File: src/rtl/self_draw_pkg.sv
`default_nettype none
//==============================================================================
// Module      : self_pkg
// Description : Shared encodings for the player-ship pixel engine: phase codes
//               advertised to the ship controller, op codes, colours, screen
//               limits and the engine's FSM state type.
// Revision    : 1.0 - initial release
//==============================================================================
package self_pkg;

    // Phase codes seen by the ship controller on self_state
    localparam logic [3:0] SELF_ST_DRAW  = 4'd1;
    localparam logic [3:0] SELF_ST_ERASE = 4'd2;
    localparam logic [3:0] SELF_ST_HOLD  = 4'd3;

    // Controller commands (2'b11 is reserved and behaves like OP_DRAW)
    localparam logic [1:0] OP_DRAW  = 2'b00;
    localparam logic [1:0] OP_ERASE = 2'b01;
    localparam logic [1:0] OP_FIRE  = 2'b10;

    // Framebuffer colours
    localparam logic [2:0] COL_SHIP  = 3'b111;
    localparam logic [2:0] COL_FIRE  = 3'b100;
    localparam logic [2:0] COL_BLACK = 3'b000;

    // Visible screen size
    localparam int SCR_W = 160;
    localparam int SCR_H = 120;

    // Engine sequencing states
    typedef enum logic [2:0] {
        ST_LOAD_D = 3'd0,
        ST_DRAW   = 3'd1,
        ST_HOLD   = 3'd2,
        ST_LOAD_E = 3'd3,
        ST_ERASE  = 3'd4
    } self_fsm_t;

    // Map an engine state onto the phase code the controller understands
    function automatic logic [3:0] phase_code(input self_fsm_t s);
        case (s)
            ST_HOLD:            phase_code = SELF_ST_HOLD;
            ST_LOAD_E, ST_ERASE: phase_code = SELF_ST_ERASE;
            default:            phase_code = SELF_ST_DRAW;
        endcase
    endfunction

endpackage
`default_nettype wire

File: src/rtl/self_draw_if.sv
`default_nettype none
//==============================================================================
// Module      : self_draw_if
// Description : Command handshake between the ship controller (master) and
//               the ship pixel engine (slave).
// Revision    : 1.0 - initial release
//==============================================================================
interface self_draw_if;

    logic       self_enable;
    logic [1:0] op;
    logic [7:0] x;
    logic [3:0] self_state;

    modport master (output self_enable, output op, output x, input  self_state);
    modport slave  (input  self_enable, input  op, input  x, output self_state);

endinterface
`default_nettype wire

File: src/rtl/self_pixel_scan.sv
`default_nettype none
//==============================================================================
// Module      : self_pixel_scan
// Description : Walks the sprite pixel set: optional shot column (top to
//               bottom) followed by the ship body in row-major order. The
//               outputs describe the pixel to be presented on the next cycle;
//               the internal pointer follows whenever start or step is high.
// Revision    : 1.0 - initial release
//==============================================================================
module self_pixel_scan #(
    parameter int SHIP_W   = 8,
    parameter int SHIP_H   = 4,
    parameter int FIRE_LEN = 16
) (
    input  logic       clk,
    input  logic       reset_n,
    input  logic       start,
    input  logic       step,
    input  logic       fire,
    output logic [7:0] col,
    output logic [6:0] row,
    output logic       in_fire,
    output logic       last
);

    localparam logic [7:0] c_COL_LAST  = 8'(SHIP_W - 1);
    localparam logic [6:0] c_ROW_LAST  = 7'(SHIP_H - 1);
    localparam logic [6:0] c_FIRE_LAST = 7'(FIRE_LEN - 1);

    logic       r_in_fire;
    logic [7:0] r_col;
    logic [6:0] r_row;

    logic       w_in_fire;
    logic [7:0] w_col;
    logic [6:0] w_row;

    // Successor of the current pointer, or the first pixel on start
    always_comb begin
        w_in_fire = r_in_fire;
        w_col     = r_col;
        w_row     = r_row;
        if (start) begin
            w_in_fire = fire;
            w_col     = '0;
            w_row     = '0;
        end else if (r_in_fire) begin
            if (r_row == c_FIRE_LAST) begin
                w_in_fire = 1'b0;
                w_row     = '0;
            end else begin
                w_row = r_row + 7'd1;
            end
        end else if (r_col == c_COL_LAST) begin
            w_col = '0;
            w_row = r_row + 7'd1;
        end else begin
            w_col = r_col + 8'd1;
        end
    end

    // Pointer register tracks the pixel currently being presented
    always_ff @(posedge clk or negedge reset_n) begin
        if (!reset_n) begin
            r_in_fire <= 1'b0;
            r_col     <= '0;
            r_row     <= '0;
        end else if (start || step) begin
            r_in_fire <= w_in_fire;
            r_col     <= w_col;
            r_row     <= w_row;
        end
    end

    assign col     = w_col;
    assign row     = w_row;
    assign in_fire = w_in_fire;
    assign last    = !w_in_fire && (w_col == c_COL_LAST) && (w_row == c_ROW_LAST);

endmodule
`default_nettype wire

File: src/rtl/self_draw.sv
`default_nettype none
//==============================================================================
// Module      : self_draw
// Description : Player-ship pixel engine. Sequences draw -> hold -> erase,
//               advertises the phase to the ship controller and emits one
//               registered framebuffer write per cycle for the sprite and,
//               when firing, the shot column.
// Revision    : 1.0 - initial release
//==============================================================================
module self_draw
    import self_pkg::*;
#(
    parameter int SHIP_W     = 8,
    parameter int SHIP_H     = 4,
    parameter int SHIP_Y     = 110,
    parameter int FIRE_LEN   = 16,
    parameter int FRAME_WAIT = 833333
) (
    input  logic        clk,
    input  logic        reset_n,
    self_draw_if.slave  ctrl,
    output logic [7:0]  vga_x,
    output logic [6:0]  vga_y,
    output logic [2:0]  colour,
    output logic        plot,
    output logic        frame_done
);

    localparam int                    c_HOLD_W    = (FRAME_WAIT > 1) ? $clog2(FRAME_WAIT) : 1;
    localparam logic [c_HOLD_W-1:0]   c_HOLD_LAST = c_HOLD_W'(FRAME_WAIT - 1);
    localparam logic [8:0]            c_X_MAX     = 9'(SCR_W - 1);
    localparam logic [8:0]            c_FIRE_OFF  = 9'(SHIP_W / 2);
    localparam logic [6:0]            c_FIRE_Y0   = 7'(SHIP_Y - FIRE_LEN);
    localparam logic [6:0]            c_SHIP_Y0   = 7'(SHIP_Y);

    self_fsm_t             r_state;
    self_fsm_t             w_next;
    logic [7:0]            r_x_l;
    logic                  r_fire_l;
    logic [c_HOLD_W-1:0]   r_hold_cnt;
    logic                  r_last;
    logic [7:0]            r_vga_x;
    logic [6:0]            r_vga_y;
    logic [2:0]            r_colour;
    logic                  r_plot;
    logic                  r_frame_done;

    logic                  w_start_d;
    logic                  w_start_e;
    logic                  w_start;
    logic                  w_step;
    logic                  w_emit;
    logic                  w_erasing;
    logic                  w_fire_sel;
    logic                  w_hold_done;
    logic [7:0]            w_x_src;
    logic [7:0]            w_col;
    logic [6:0]            w_row;
    logic                  w_in_fire;
    logic                  w_scan_last;
    logic [8:0]            w_sum;
    logic [6:0]            w_y;
    logic [2:0]            w_colour;

    // The controller only gets its command consumed in the matching LOAD state
    assign w_start_d   = (r_state == ST_LOAD_D) && ctrl.self_enable && (ctrl.op != OP_ERASE);
    assign w_start_e   = (r_state == ST_LOAD_E) && ctrl.self_enable && (ctrl.op == OP_ERASE);
    assign w_start     = w_start_d || w_start_e;
    assign w_step      = ((r_state == ST_DRAW) || (r_state == ST_ERASE)) && !r_last;
    assign w_emit      = w_start || w_step;
    assign w_erasing   = (r_state == ST_LOAD_E) || (r_state == ST_ERASE);
    assign w_hold_done = (r_hold_cnt == c_HOLD_LAST);

    // x/fire are not latched yet on the LOAD_D cycle, so pixel 0 uses them live
    assign w_fire_sel  = (r_state == ST_LOAD_D) ? (ctrl.op == OP_FIRE) : r_fire_l;
    assign w_x_src     = (r_state == ST_LOAD_D) ? ctrl.x : r_x_l;

    self_pixel_scan #(
        .SHIP_W   (SHIP_W),
        .SHIP_H   (SHIP_H),
        .FIRE_LEN (FIRE_LEN)
    ) u_scan (
        .clk     (clk),
        .reset_n (reset_n),
        .start   (w_start),
        .step    (w_step),
        .fire    (w_fire_sel),
        .col     (w_col),
        .row     (w_row),
        .in_fire (w_in_fire),
        .last    (w_scan_last)
    );

    // Nine-bit column sum so that off-screen pixels can be detected and clipped
    assign w_sum    = {1'b0, w_x_src} + (w_in_fire ? c_FIRE_OFF : {1'b0, w_col});
    assign w_y      = (w_in_fire ? c_FIRE_Y0 : c_SHIP_Y0) + w_row;
    assign w_colour = w_erasing ? COL_BLACK : (w_in_fire ? COL_FIRE : COL_SHIP);

    // State register
    always_ff @(posedge clk or negedge reset_n) begin
        if (!reset_n) r_state <= ST_LOAD_D;
        else          r_state <= w_next;
    end

    // Next-state logic
    always_comb begin
        w_next = r_state;
        case (r_state)
            ST_LOAD_D: if (w_start_d)   w_next = ST_DRAW;
            ST_DRAW:   if (r_last)      w_next = ST_HOLD;
            ST_HOLD:   if (w_hold_done) w_next = ST_LOAD_E;
            ST_LOAD_E: if (w_start_e)   w_next = ST_ERASE;
            ST_ERASE:  if (r_last)      w_next = ST_LOAD_D;
            default:                    w_next = ST_LOAD_D;
        endcase
    end

    // Latch position and fire flag once per frame; erase reuses them
    always_ff @(posedge clk or negedge reset_n) begin
        if (!reset_n) begin
            r_x_l    <= '0;
            r_fire_l <= 1'b0;
        end else if (w_start_d) begin
            r_x_l    <= ctrl.x;
            r_fire_l <= (ctrl.op == OP_FIRE);
        end
    end

    // Hold timer runs only while in HOLD and restarts on every entry
    always_ff @(posedge clk or negedge reset_n) begin
        if (!reset_n)                r_hold_cnt <= '0;
        else if (r_state != ST_HOLD) r_hold_cnt <= '0;
        else if (w_hold_done)        r_hold_cnt <= '0;
        else                         r_hold_cnt <= r_hold_cnt + c_HOLD_W'(1);
    end

    // Registered pixel outputs; frame_done rides along with the last erase pixel
    always_ff @(posedge clk or negedge reset_n) begin
        if (!reset_n) begin
            r_last       <= 1'b0;
            r_frame_done <= 1'b0;
            r_plot       <= 1'b0;
            r_vga_x      <= '0;
            r_vga_y      <= '0;
            r_colour     <= '0;
        end else begin
            r_last       <= w_emit && w_scan_last;
            r_frame_done <= w_emit && w_erasing && w_scan_last;
            r_plot       <= w_emit && (w_sum <= c_X_MAX);
            if (w_emit) begin
                r_vga_x  <= w_sum[7:0];
                r_vga_y  <= w_y;
                r_colour <= w_colour;
            end
        end
    end

    assign ctrl.self_state = phase_code(r_state);
    assign vga_x           = r_vga_x;
    assign vga_y           = r_vga_y;
    assign colour          = r_colour;
    assign plot            = r_plot;
    assign frame_done      = r_frame_done;

endmodule
`default_nettype wire

File: src/flat_wrapper.sv
// flat-port wrapper written by rule: the top's interface ports become plain ports
module self_draw_flat import self_pkg::*;
#(
    parameter int SHIP_W     = 8,
    parameter int SHIP_H     = 4,
    parameter int SHIP_Y     = 110,
    parameter int FIRE_LEN   = 16,
    parameter int FRAME_WAIT = 833333
)
  (clk, reset_n, vga_x, vga_y, colour, plot, frame_done, ctrl_self_enable, ctrl_op, ctrl_x, ctrl_self_state);
  self_draw_if ctrl_i ();
  input  logic clk;
  input  logic reset_n;
  output logic [7:0] vga_x;
  output logic [6:0] vga_y;
  output logic [2:0] colour;
  output logic plot;
  output logic frame_done;
  input wire logic [$bits(ctrl_i.self_enable)-1:0] ctrl_self_enable;
  input wire logic [$bits(ctrl_i.op)-1:0] ctrl_op;
  input wire logic [$bits(ctrl_i.x)-1:0] ctrl_x;
  output wire logic [$bits(ctrl_i.self_state)-1:0] ctrl_self_state;
  assign ctrl_i.self_enable = ctrl_self_enable;
  assign ctrl_i.op = ctrl_op;
  assign ctrl_i.x = ctrl_x;
  assign ctrl_self_state = ctrl_i.self_state;
  self_draw #(.SHIP_W(SHIP_W), .SHIP_H(SHIP_H), .SHIP_Y(SHIP_Y), .FIRE_LEN(FIRE_LEN), .FRAME_WAIT(FRAME_WAIT)) u_core (.clk(clk), .reset_n(reset_n), .ctrl(ctrl_i), .vga_x(vga_x), .vga_y(vga_y), .colour(colour), .plot(plot), .frame_done(frame_done));
endmodule
File: config.mk
export PLATFORM = sky130hd
export DESIGN_NAME = self_draw_flat
export DESIGN_NICKNAME = d
export VERILOG_FILES = /design/src/rtl/self_draw_pkg.sv /design/src/rtl/self_draw_if.sv /design/src/rtl/self_pixel_scan.sv /design/src/rtl/self_draw.sv /design/src/flat_wrapper.sv
export SDC_FILE = /design/constraint.sdc
export NUM_CORES = 1
export LEC_CHECK = 0
export ABC_AREA = 1
export BUFFER_PORTS_ARGS = -buffer_cell sky130_fd_sc_hd__buf_2
export CAP_MARGIN = 5
export CELL_PAD_IN_SITES_DETAIL_PLACEMENT = 1
export CELL_PAD_IN_SITES_GLOBAL_PLACEMENT = 2
export CORE_MARGIN = 2
export CORE_UTILIZATION = 30
export CTS_BUF_LIST = sky130_fd_sc_hd__clkbuf_16
export CTS_CLUSTER_DIAMETER = 80
export DETAILED_ROUTE_END_ITERATION = 8
export HOLD_SLACK_MARGIN = 0.12
export PLACE_DENSITY_LB_ADDON = 0.3
export SLEW_MARGIN = 10
export SYNTH_ARGS = -nofsm -noshare
export SYNTH_HDL_FRONTEND = slang
export SYNTH_HIERARCHICAL = 1
export SYNTH_SLANG_ARGS = --single-unit
File: constraint.sdc
create_clock -name clk -period 6 [get_ports clk]
set_input_delay 1.2 -clock clk [delete_from_list [all_inputs] [get_ports clk]]
set_output_delay 1.2 -clock clk [all_outputs]
set_load 0.01 [all_outputs]
After elaboration in Yosys (flattened, before gate mapping)
Cells that the tools add are included.

word-level totals
  register bits after elaboration = 69
  output and inout bits = 24
  logic and storage cells = 82

cells by class
  $add $sub $neg = 5
  magnitude comparators = 1
  equal/unequal tests = 18
  muxes and demuxes = 25
  reductions and logical operators = 20

operators with widths
  operator                 count
  $mux W20                 2
  $mux W8                  5
  $mux W7                  4
  $add A20 B1 Y20 const B  1
  $eq A20 B20 Y1 const B   1
  $mux W3                  6
  $eq A8 B3 Y1 const B     2
  $pmux W3 S5              1
  $ne A2 B1 Y1 const B     6
  $logic_and A1 B1 Y1      11
  $add A8 B9 Y9            1
  $le A9 B8 Y1 const B     1
  $add A8 B1 Y8 const B    1
  $add A7 B1 Y7 const B    1
  $add A7 B7 Y7            1
  $eq A7 B2 Y1 const B     1
  $eq A7 B4 Y1 const B     1
  $eq A3 B2 Y1 const B     2
  $mux W6                  1
  $reduce_and A5 Y1        1
  $logic_or A1 B1 Y1       4
  $mux W1                  4
  $pmux W2 S2              1
  $eq A3 B1 Y1 const B     1
  other kinds (8)          9

Logic depth before layout (Yosys ltp)
Gate-level depths: netlist of run 1.

  word-level depth = 9
  gate-level depth with buffers = 24

By module
The synthesis of run 1 kept the hierarchy.

modules (own cells, without submodules)
  module           instances  cells an instance  area each (sq um)
  self_draw        1          421                3165.5
  self_pixel_scan  1          191                1216.2

Worst setup path before layout of run 1
OpenSTA, ideal clock, no wires.

  path type = input port to flip-flop
  start = in ctrl_op[0]
  end = reg u_core.r_plot (netlist: u_core/plot)
  arrival time = 3.863 ns
  required time = 5.882 ns
  setup slack = 2.019 ns
  stages = 22
  path buffers = 4
  path through = inv_1 nor2_1 nand3b_2 buf_2 buf_4 nand2_1 buf_6 nor2_1 o21ai_0 nand2_1 clkbuf_1 nor2_1 ha_1 fa_1 nand2_1 nand2_1 nand3_1 nand2_1 nand2_1 nand2_1 a21oi_1 nor2_1

on the way
  word-level cells in the longest chain between the ends = 8
  elaborated cells between the ends (all ways) = 14

RTL lines
  item                                                 RTL line                          source
  start, declared                                      flat_wrapper.sv:20                input wire logic [$bits(ctrl_i.op)-1:0] ctrl_op;
  $ne A2 B1 Y1 / $eq A2 B1 Y1 (equally long branches)  self_draw.sv:66, self_draw.sv:67
  $logic_and A1 B1 Y1, on equally long branches        self_draw.sv:66, self_draw.sv:67
  $logic_or A1 B1 Y1 *                                 self_draw.sv:68                   assign w_start = w_start_d || w_start_e;
  named net u_core.w_start                             self_draw.sv:50                   logic w_start;
  $mux W1 *                                            self_pixel_scan.sv:43             if (start) begin
  named net u_core.w_in_fire                           self_draw.sv:59                   logic w_in_fire;
  $mux W8 *                                            self_draw.sv:95                   assign w_sum = {1'b0, w_x_src} + (w_in_fire ? c_FIRE_OFF : {1'b0, w_col});
  $add A8 B9 Y9 *                                      self_draw.sv:95
  $le A9 B8 Y1 *                                       self_draw.sv:149                  r_plot <= w_emit && (w_sum <= c_X_MAX);
  $logic_and A1 B1 Y1 *                                self_draw.sv:149
  end signal, assigned                                 self_draw.sv:149
  end, declared                                        self_draw.sv:45                   logic r_plot;

Mark *: on every way through the listed nets, which the timed path passes. The rest lies on a longest branch.
A chain may end at the register's enable or synchronous reset.

Final worst setup path of run 1
  start = in ctrl_op[0]
  end = reg u_core.r_plot (netlist: u_core/plot)

on the way
  word-level cells in the longest chain between the ends = 8
  elaborated cells between the ends (all ways) = 14

RTL lines
  item                                                 RTL line                          source
  $ne A2 B1 Y1 / $eq A2 B1 Y1 (equally long branches)  self_draw.sv:66, self_draw.sv:67
  $logic_and A1 B1 Y1, on equally long branches        self_draw.sv:66, self_draw.sv:67
  $logic_or A1 B1 Y1 *                                 self_draw.sv:68
  named net u_core.w_start                             self_draw.sv:50
  $mux W8 *                                            self_pixel_scan.sv:43
  named net u_core.w_col[0]                            self_draw.sv:57                   logic [7:0] w_col;
  $mux W8 *                                            self_draw.sv:95
  $add A8 B9 Y9 *                                      self_draw.sv:95
  $le A9 B8 Y1 *                                       self_draw.sv:149
  $logic_and A1 B1 Y1 *                                self_draw.sv:149

Marks and branches as above.

==> impl_metrics.json, run 1 <==
{
  "setup_viol": 0,
  "yosys.area_share.simple_pct": 33.6,
  "post-route-util_pct": 34.9,
  "crit_path_top_delay_cell": "nand3b_2",
  "max_freq_ghz": 0.241,
  "ctsResizeCount": 0,
  "p_leak_nw": 2.51,
  "tightest_slew_ps": 811,
  "drt_iter0_drc": 169,
  "grt_pass1_wl_um": 20900,
  "p_int_mw": 0.867,
  "htreeDepth": 3,
  "synthArstFlopShare_pct": 100,
  "arrival_ps": 4380,
  "io_pins": 37,
  "core_um2": 14400,
  "fin_worst_skew_ps": 5.38,
  "wl_um": 11900,
  "p_total_mw": 1.09,
  "cts_tree": "yes",
  "syn_inst": 612,
  "drive_gt1_share_pct": 13.7,
  "cts.path.max_buffers": 2,
  "initial_core_util_pct": 30.4,
  "hold_viol": 0,
  "critPathBufInv": 5,
  "synthToLayoutAreaGrowth_pct": 14.9,
  "grt_pass1_vias": 4180,
  "start_kind": "input port",
  "drt-pass1-iter-count": 4,
  "period_share_pct": 69.0,
  "ctsHoldBuffers": 0,
  "ys_ff_latch": 68,
  "numClockSinks": 68,
  "finalInstanceArea_um2": 5030,
  "p_clk_share_pct": 56.4,
  "die_area_um2": 15600,
  "vias": 3917,
  "status": "finished clean",
  "drc": 0,
  "tns_ps": 0,
  "synth_fa_ha_area_share_pct": 4.74,
  "gp_congestion": 0.814,
  "dpl.hpwl_um": 9210,
  "antenna_left": 0,
  "die_x_um": 125,
  "synth-xor-area-share_pct": 2.80,
  "crit_path_max_fanout": 20,
  "p_comb_share_pct": 1.6,
  "synth_edf_count": 0,
  "slew_viol_final": 0,
  "period_needed_ps": 4140,
  "endpoint_kind": "register",
  "antenna_found_initial": 0,
  "wl_per_cell_um": 14.3,
  "crit_path_cell_trace": "buf_2, inv_1, nor2_1, nand3b_2, nand2_1, clkinv_1, nand3_1, inv_1, inv_1, nor2_1, ha_1, fa_1, nand2_1, nand2_1, nand3_1, nand2_1, nand2_1, nand2_1, a21oi_1, nor2_1",
  "required_ps": 6230,
  "hp-class": "reg2reg",
  "seqPwrFrac_pct": 42.0,
  "synth_compound_area_share_pct": 9.19,
  "cts_setup_buffers": 0,
  "io_buffers": 34,
  "yosysUniqueCellTypes": 42,
  "switching_share_pct": 20.6,
  "critPathMaxStageDelay_ps": 480,
  "diodes": 0,
  "die_h_um": 125,
  "grt_usage_pct": 16.6,
  "critical_path_class": "in2reg",
  "switchingPower_mw": 0.224,
  "ys_warn_count": 6,
  "clk_latency_ps": 340,
  "power.density_nw_per_um2": 217,
  "synth.mux.area_fraction_pct": 0,
  "yosysSeqAreaShare_pct": 38.8,
  "syn_area_um2": 4380,
  "crit_top_cell": "nand2_1",
  "synth_top_family_by_area": "simple AND/OR/NAND/NOR gates",
  "grt-ovfl-total": 0,
  "synth_area_per_cell_um2": 7.16,
  "rsz0062_at_grt": "false",
  "cap_violations": 0,
  "grt_max_degree": 60,
  "max_slew_margin_pct": 46.0,
  "nets": 675,
  "synth_ff_type": "dfrtp_1",
  "final_cell_mix": "nand2_1 (176), inv_1 (90), dfrtp_1 (68)",
  "final_common_cell": "nand2_1",
  "vias_per_cell": 4.69,
  "path_delay_family": "simple AND/OR/NAND/NOR gates",
  "dpl_cell_area_um2": 4690,
  "rows": 44,
  "cts_buffers": 9,
  "irDropWorstVdd_v": 0.000128,
  "clk_pin_slew_ps": 60,
  "cts_root_buffer": "clkbuf_16"
}
-- power groups by stage --
stage | registers (mW) | logic (mW) | clock network [mW]
finish | 0.459 | 0.0174 | 0.615
floorplan | 0.467 | 0.00376 | 0
global route | 0.458 | 0.0207 | 0.654
detailed placement | 0.467 | 0.0187 | 0
CTS | 0.459 | 0.0187 | 0.635
global placement | 0.467 | 0.0180 | 0
-- final cells by class --
type                       count  area, um^2
tap                          184         230
clock inverter                 7         115
clock buffer                   9         225
timing repair buffer          36         185
fill                        1854        9390
multi-input combinational    435        2210
inverter                      96         365
sequential                    68        1700
-- Yosys cell counts (2+ instances only) --
| library cell | number | area share, % |
|---|---|---|
| buf_2 | 2 | 0.23 |
| o21ai_2 | 9 | 1.8 |
| nand2_2 | 5 | 0.71 |
| nor2_1 | 66 | 5.7 |
| nor3_1 | 7 | 0.80 |
| nand4_1 | 7 | 1.0 |
| nor2_2 | 5 | 0.71 |
| o21ai_1 | 10 | 1.1 |
| o21ai_0 | 33 | 3.8 |
| nand3b_2 | 2 | 0.51 |
| a21oi_1 | 11 | 1.3 |
| clkinv_1 | 2 | 0.17 |
| o31ai_1 | 2 | 0.34 |
| clkbuf_1 | 3 | 0.26 |
| nand3_2 | 3 | 0.69 |
| dfrtp_1 | 68 | 39 |
| inv_2 | 3 | 0.26 |
| or2_2 | 3 | 0.43 |
| ha_1 | 15 | 4.3 |
| nand3_1 | 50 | 5.7 |
| inv_1 | 90 | 7.7 |
| buf_4 | 5 | 0.86 |
| buf_6 | 3 | 0.77 |
| nand3b_1 | 3 | 0.51 |
| nand2_1 | 176 | 15 |
| xnor2_1 | 5 | 1.0 |
| xor2_1 | 9 | 1.8 |
-- registers in the layout, indices dropped and copies added, names as in the netlist, 2 cells and up --
name / flops
u_core/r_x_l: 8
u_core/r_state: 3
u_core/vga_y: 7
u_core/vga_x: 8
u_core/r_hold_cnt: 20
u_core/u_scan/r_row: 7
u_core/u_scan/r_col: 8
u_core/colour: 2
-- per-layer routing --
metal  wire, um  share of wire, %  track usage, %
met1       6050                51            22.9
met2       5470                46            26.6
met3        261               2.2            2.45
met4        153               1.3            5.69
met5          0                 0               0
-- through the flow --
stage	hold WS [ps]	instances	setup slack, ps
finish	471	835	1860
global route	517	835	1490
CTS	475	835	1880
detailed placement	461	819	1500
global placement	453	819	1610
floorplan	452	613	2020
-- kinds of logic (layout without fill, tap and decap cells) --
family / after synthesis / count (layout)
AO/OA/AOI/OAI: 69 / 69
XOR/XNOR: 14 / 14
adder cells (fa/ha/maj): 16 / 16
buffers and inverters: 110 / 148
flip-flops: 68 / 68
other: 1 / 2
AND/OR/NAND/NOR: 334 / 334
-- worst register-to-register path, cell delays in order (launching register included) --
cell,delay (ps)
dfrtp_1,420
inv_2,100
nand2_1,80
nor2_2,150
nand3b_2,380
nand2_1,460
clkinv_1,370
nand3_1,240
inv_1,50
inv_1,50
nor2_1,40
ha_1,230
fa_1,380
nand2_1,90
nand2_1,80
nand3_1,90
nand2_1,60
nand2_1,80
nand2_1,80
a21oi_1,130
nor2_1,50
-- worst paths after layout --
check	from	end	slack (ps)	cells past startpoint
max	ctrl_op[0]	u_core/plot$_DFF_PN0_	1860	20
min	u_core/vga_y[0]$_DFFE_PN0N_	u_core/vga_y[0]$_DFFE_PN0N_	470	2
max reg2reg	u_core/r_state[0]$_DFFE_PN0P_	u_core/plot$_DFF_PN0_	2290	20
min reg2reg	u_core/vga_y[0]$_DFFE_PN0N_	u_core/vga_y[0]$_DFFE_PN0N_	470	2
max in group asynchronous	reset_n	u_core/u_scan/r_col[1]$_DFFE_PN0P_	4210	2
min in group asynchronous	reset_n	u_core/r_hold_cnt[15]$_DFF_PN0_	710	1
No activity file was read; power rests on OpenSTA's default activity.
==> inputs of run 2 (changes only) <==
clock period = 3.62 ns   (was 6 ns; I/O delays follow)
==> impl_metrics.json, run 2 (synthesized netlist as in run 1, its figures left out) <==
{
  "status": "finished clean",
  "gp_congestion": 0.852,
  "irDropWorstVdd_v": 0.000226,
  "io_buffers": 34,
  "antenna_left": 0,
  "die_area_um2": 15600,
  "clk_pin_slew_ps": 60,
  "drc": 0,
  "drt-pass1-iter-count": 4,
  "numClockSinks": 68,
  "grt_usage_pct": 17.1,
  "period_needed_ps": 3000,
  "drive_gt1_share_pct": 14.2,
  "nets": 680,
  "wl_um": 12400,
  "grt-ovfl-total": 0,
  "dpl.hpwl_um": 9400,
  "rows": 44,
  "largest-register": "u_core/r_hold_cnt",
  "hold_viol": 0,
  "fin_worst_skew_ps": 8.57,
  "cts.path.max_buffers": 2,
  "max_slew_margin_pct": 56.8,
  "core_um2": 14400,
  "grt_pass1_wl_um": 21500,
  "slew_viol_final": 0,
  "fillCellCount": 1843,
  "drt_iter0_drc": 151,
  "ctsResizeCount": 0,
  "cts_root_buffer": "clkbuf_16",
  "final_common_cell": "nand2_1",
  "cts_buffers": 9,
  "vias": 3963,
  "wl_per_cell_um": 14.7,
  "die_h_um": 125,
  "final_cell_mix": "nand2_1 (176), inv_1 (90), dfrtp_1 (68)",
  "dp_cells": 824,
  "power.density_nw_per_um2": 347,
  "cap_violations": 0,
  "largest_reg_flops": 20,
  "grt_max_degree": 69,
  "p_total_mw": 1.75,
  "post-route-util_pct": 35.1,
  "initial_core_util_pct": 30.4,
  "period_share_pct": 83.0,
  "required_ps": 3860,
  "ctsHoldBuffers": 0,
  "htreeDepth": 3,
  "max_freq_ghz": 0.333,
  "grt_pass1_vias": 4264,
  "start_kind": "input port",
  "tightest_slew_ps": 646,
  "die_x_um": 125,
  "crit_path_max_fanout": 9,
  "synthToLayoutAreaGrowth_pct": 15.5,
  "io_pins": 37,
  "arrival_ps": 3250,
  "clk_latency_ps": 350,
  "setup_viol": 0,
  "rsz0062_at_grt": "false",
  "critical_path_class": "in2reg",
  "endpoint_kind": "register",
  "instances_no_fill": 841,
  "hp-class": "in2async",
  "cts_tree": "yes",
  "antenna_found_initial": 1,
  "p_leak_nw": 2.52,
  "vias_per_cell": 4.71,
  "cts_setup_buffers": 0,
  "tns_ps": 0
}
==> run 2: worst paths after layout <==
kind / startpoint / to / slack, ps / cells after the start
setup reg to reg: u_core/r_state[2]$_DFFE_PN0P_ / u_core/plot$_DFF_PN0_ / 640 / 18
hold reg to reg: u_core/vga_y[0]$_DFFE_PN0N_ / u_core/vga_y[0]$_DFFE_PN0N_ / 480 / 2
setup / recovery: ctrl_op[0] / u_core/plot$_DFF_PN0_ / 620 / 19
hold / removal: reset_n / u_core/r_hold_cnt[15]$_DFF_PN0_ / 370 / 2
min in group clk: u_core/vga_y[0]$_DFFE_PN0N_ / u_core/vga_y[0]$_DFFE_PN0N_ / 480 / 2
max in group asynchronous: reset_n / u_core/vga_x[4]$_DFFE_PN0N_ / 2910 / 2
==> run 2: metal layers <==
layer / wire length (um) / vias up / track usage [%]
met4: 88 / 0 / 5.36
met2: 5790 / 44 / 27.5
li1: - / 1995 / -
met1: 6130 / 1918 / 22.5
met3: 379 / 6 / 4.77
met5: 0 / - / 0
==> run 2: per-stage QoR <==
stage	instance area, um^2	worst slack [ps]	hold slack, ps
5_1_grt	5060	290	432
2_1_floorplan	4390	115	428
3_3_place_gp	4740	412	452
3_5_place_dp	4740	276	461
6_report	5060	617	371
4_1_cts	5060	613	408
==> run 2: area by class of cell <==
class | count | area [um^2] | share of cell area [%]
diodes | 1 | 2.50 | 0.0494
well taps | 184 | 230 | 4.55
inverters | 96 | 365 | 7.22
repair buffers | 41 | 235 | 4.65
clock buffers | 9 | 225 | 4.45
clock inverters | 7 | 91.3 | 1.80
flip-flops and latches | 68 | 1700 | 33.6
multi-input cells | 435 | 2210 | 43.7
==> run 2: where the power goes <==
group	switching, mW	internal (mW)
clock network	0.364	0.599
registers	0	0.760
logic	0.0223	0.00812
==> run 2: worst max-delay path: stages <==
cell,delay (ps)
buf_2,110
inv_1,40
nor2_1,190
nand3b_2,180
nand2_1,150
nor2_1,170
o21ai_0,110
nand2_1,230
nor2_1,100
ha_1,220
fa_1,380
nand2_1,90
nand2_1,70
nand3_1,100
nand2_1,60
nand2_1,70
nand2_1,80
a21oi_1,130
nor2_1,50
==> inputs of run 3 (changes only) <==
ABC_AREA = 0   (was 1)
clock period = 2.8 ns   (was 3.62 ns; I/O delays follow)
==> impl_metrics.json, run 3 <==
{
  "cts_buffers": 9,
  "hold_viol": 0,
  "period_share_pct": 118,
  "tightest_slew_ps": 999,
  "diodes": 0,
  "place_ws_ps": -865,
  "drt-pass1-iter-count": 4,
  "hp-class": "in2async",
  "p_comb_share_pct": 61.6,
  "grt_pass1_wl_um": 20700,
  "largest-register": "u_core/r_hold_cnt",
  "synthToLayoutAreaGrowth_pct": 44.8,
  "fin_worst_skew_ps": 7.74,
  "fillCellCount": 1601,
  "max_freq_ghz": 0.302,
  "p_clk_share_pct": 16.3,
  "tns_ps": -1480,
  "drt_iter0_drc": 167,
  "htreeDepth": 3,
  "rsz0062_at_grt": "true",
  "failed_checks": "negative setup slack",
  "cap_violations": 0,
  "grt_usage_pct": 17.9,
  "die_h_um": 123,
  "vias": 3971,
  "syn_area_um2": 4260,
  "yosysSeqAreaShare_pct": 40.0,
  "setup_viol": 6,
  "grt_max_degree": 69,
  "setup_slack_ps": -510,
  "critical_path_class": "reg2reg",
  "drive_gt1_share_pct": 42.5,
  "switchingPower_mw": 2.52,
  "status": "complete, but fails checks",
  "required_ps": 3040,
  "ys_warn_count": 6,
  "p_leak_nw": 2.76,
  "yosysTopAreaCellShare_pct": 40.0,
  "io_buffers": 34,
  "cts.path.max_buffers": 2,
  "cts_root_buffer": "clkbuf_16",
  "yosysUniqueCellTypes": 64,
  "largest_reg_flops": 20,
  "final_cell_mix": "buf_4 (110), dfrtp_1 (67), nor2_1 (48)",
  "clk_latency_ps": 340,
  "syn_inst": 454,
  "wl_um": 13600,
  "dpl.hpwl_um": 9430,
  "core_um2": 13900,
  "synth_most_common_cell": "dfrtp_1",
  "max_slew_margin_pct": 33.4,
  "clk_pin_slew_ps": 60,
  "numClockSinks": 68,
  "vias_per_cell": 5.08,
  "synth_ff_type": "dfrtp_1",
  "ys_ff_latch": 68,
  "grt_pass1_vias": 4011,
  "die_area_um2": 15200,
  "yosys.area.top_type": "dfrtp_1",
  "final_common_cell": "buf_4",
  "wl_per_cell_um": 17.4,
  "synth_commonest_cells": "dfrtp_1 (68), nor2_1 (52), nand2_1 (37)",
  "seqPwrFrac_pct": 22.2,
  "switching_share_pct": 39.2,
  "rows": 43,
  "start_kind": "register",
  "synth_area_per_cell_um2": 9.38,
  "ctsHoldBuffers": 0,
  "irDropWorstVdd_v": 0.000321,
  "grt-ovfl-total": 0,
  "p_int_mw": 3.91,
  "nets": 627,
  "die_x_um": 123,
  "antenna_left": 0,
  "period_needed_ps": 3310,
  "antenna_found_initial": 0,
  "cts_tree": "yes",
  "power.density_nw_per_um2": 1040,
  "slew_viol_final": 0,
  "gp_congestion": 0.836,
  "io_pins": 37,
  "drc": 0,
  "endpoint_kind": "register",
  "arrival_ps": 3550,
  "synthArstFlopShare_pct": 100,
  "crit_path_max_fanout": 6,
  "synth.area.top_cells": "dfrtp_1 (40%), mux2_2 (6.6%), nor2_1 (4.6%), ha_1 (4.4%), xor2_1 (3.9%)",
  "synth_edf_count": 0,
  "initial_core_util_pct": 30.7
}
run 3: cell families (layout without fill, tap and decap cells):
kind of cell | Yosys count | in the layout | synth area share [%]
AOI/OAI and AO/OA | 85 | 85 | 13.9
buffers and inverters | 35 | 182 | 3.53
adders and majority gates | 16 | 16 | 4.88
xor gates and xnor gates | 33 | 33 | 6.79
other | 1 | 2 | 0.0881
and+or+nand+nor | 188 | 188 | 23.5
DFF | 68 | 68 | 40.0
muxes | 28 | 28 | 7.35
run 3: power by group through the flow:
stage | sequential [mW] | clock [mW] | combinational [mW]
floorplan | 1.49 | 0 | 1.76
global placement | 1.41 | 0 | 3.04
detailed placement | 1.44 | 0 | 3.13
CTS | 1.42 | 1.08 | 3.30
global route | 1.47 | 1.11 | 4.33
finish | 1.43 | 1.05 | 3.96
run 3: critical path: stages, from the launching register on:
cell	delay [ps]
dfrtp_1	430
or3_4	390
a21oi_4	250
nor2b_2	80
nand2_1	90
o21ai_2	70
nor2b_4	140
ha_4	170
fa_2	340
a21o_1	200
a221oi_2	320
xor2_1	250
o2111ai_2	160
a2111oi_4	310
run 3: timing repair:
action / in CTS / in global routing
endpoints found under the setup margin: 8 / 11
buffers inserted: 11 / 25
pin swaps: 7 / 32
resized for setup: 21 / 57
run 3: final timing paths:
kind                                                      end                     startpoint  slack (ps)  depth (start not counted)
max                                     u_core/plot$_DFF_PN0_  u_core/r_state[0]$_DFFE_PN0P_        -510                         13
min                               u_core/r_x_l[7]$_DFFE_PN0P_                        reset_n         230                          2
max reg2reg                             u_core/plot$_DFF_PN0_  u_core/r_state[0]$_DFFE_PN0P_        -510                         13
min reg2reg                       u_core/vga_y[3]$_DFFE_PN0N_    u_core/vga_y[3]$_DFFE_PN0N_         480                          2
max in group asynchronous  u_core/u_scan/r_col[7]$_DFFE_PN0P_                        reset_n        2240                          2
min in group clk                  u_core/r_x_l[5]$_DFFE_PN0P_                      ctrl_x[5]         460                          2
run 3: layer usage:
| layer | up-vias | GRT usage, % | part of all wire, % |
|---|---|---|---|
| li1 | 1903 | - | - |
| met1 | 1987 | 22.1 | 44 |
| met2 | 59 | 30.8 | 51 |
| met3 | 22 | 3.04 | 2.8 |
| met4 | 0 | 7.60 | 2.4 |
| met5 | - | 0 | 0 |
run 3: area by class of cell:
class	count	area [um^2]	area share, %
Clock inverter	6	42.5	0.690
Timing Repair Buffer	155	1130	18.3
Tap cell	180	225	3.65
Sequential cell	68	1700	27.6
Multi-Input combinational cell	352	2800	45.3
Clock buffer	9	225	3.65
Inverter	12	45.0	0.731
run 3: through the flow:
step / util (%) / hold WS [ps] / std cells / cell area, um^2 / power (mW)
2_1_floorplan: - / 264 / 455 / 4340 / 3.25
3_3_place_gp: 38.0 / 461 / 733 / 5270 / 4.46
3_5_place_dp: 38.0 / 470 / 733 / 5270 / 4.57
4_1_cts: 41.1 / 251 / 759 / 5710 / 5.80
5_1_grt: 44.4 / 270 / 782 / 6160 / 6.92
6_report: 44.4 / 235 / 782 / 6160 / 6.43
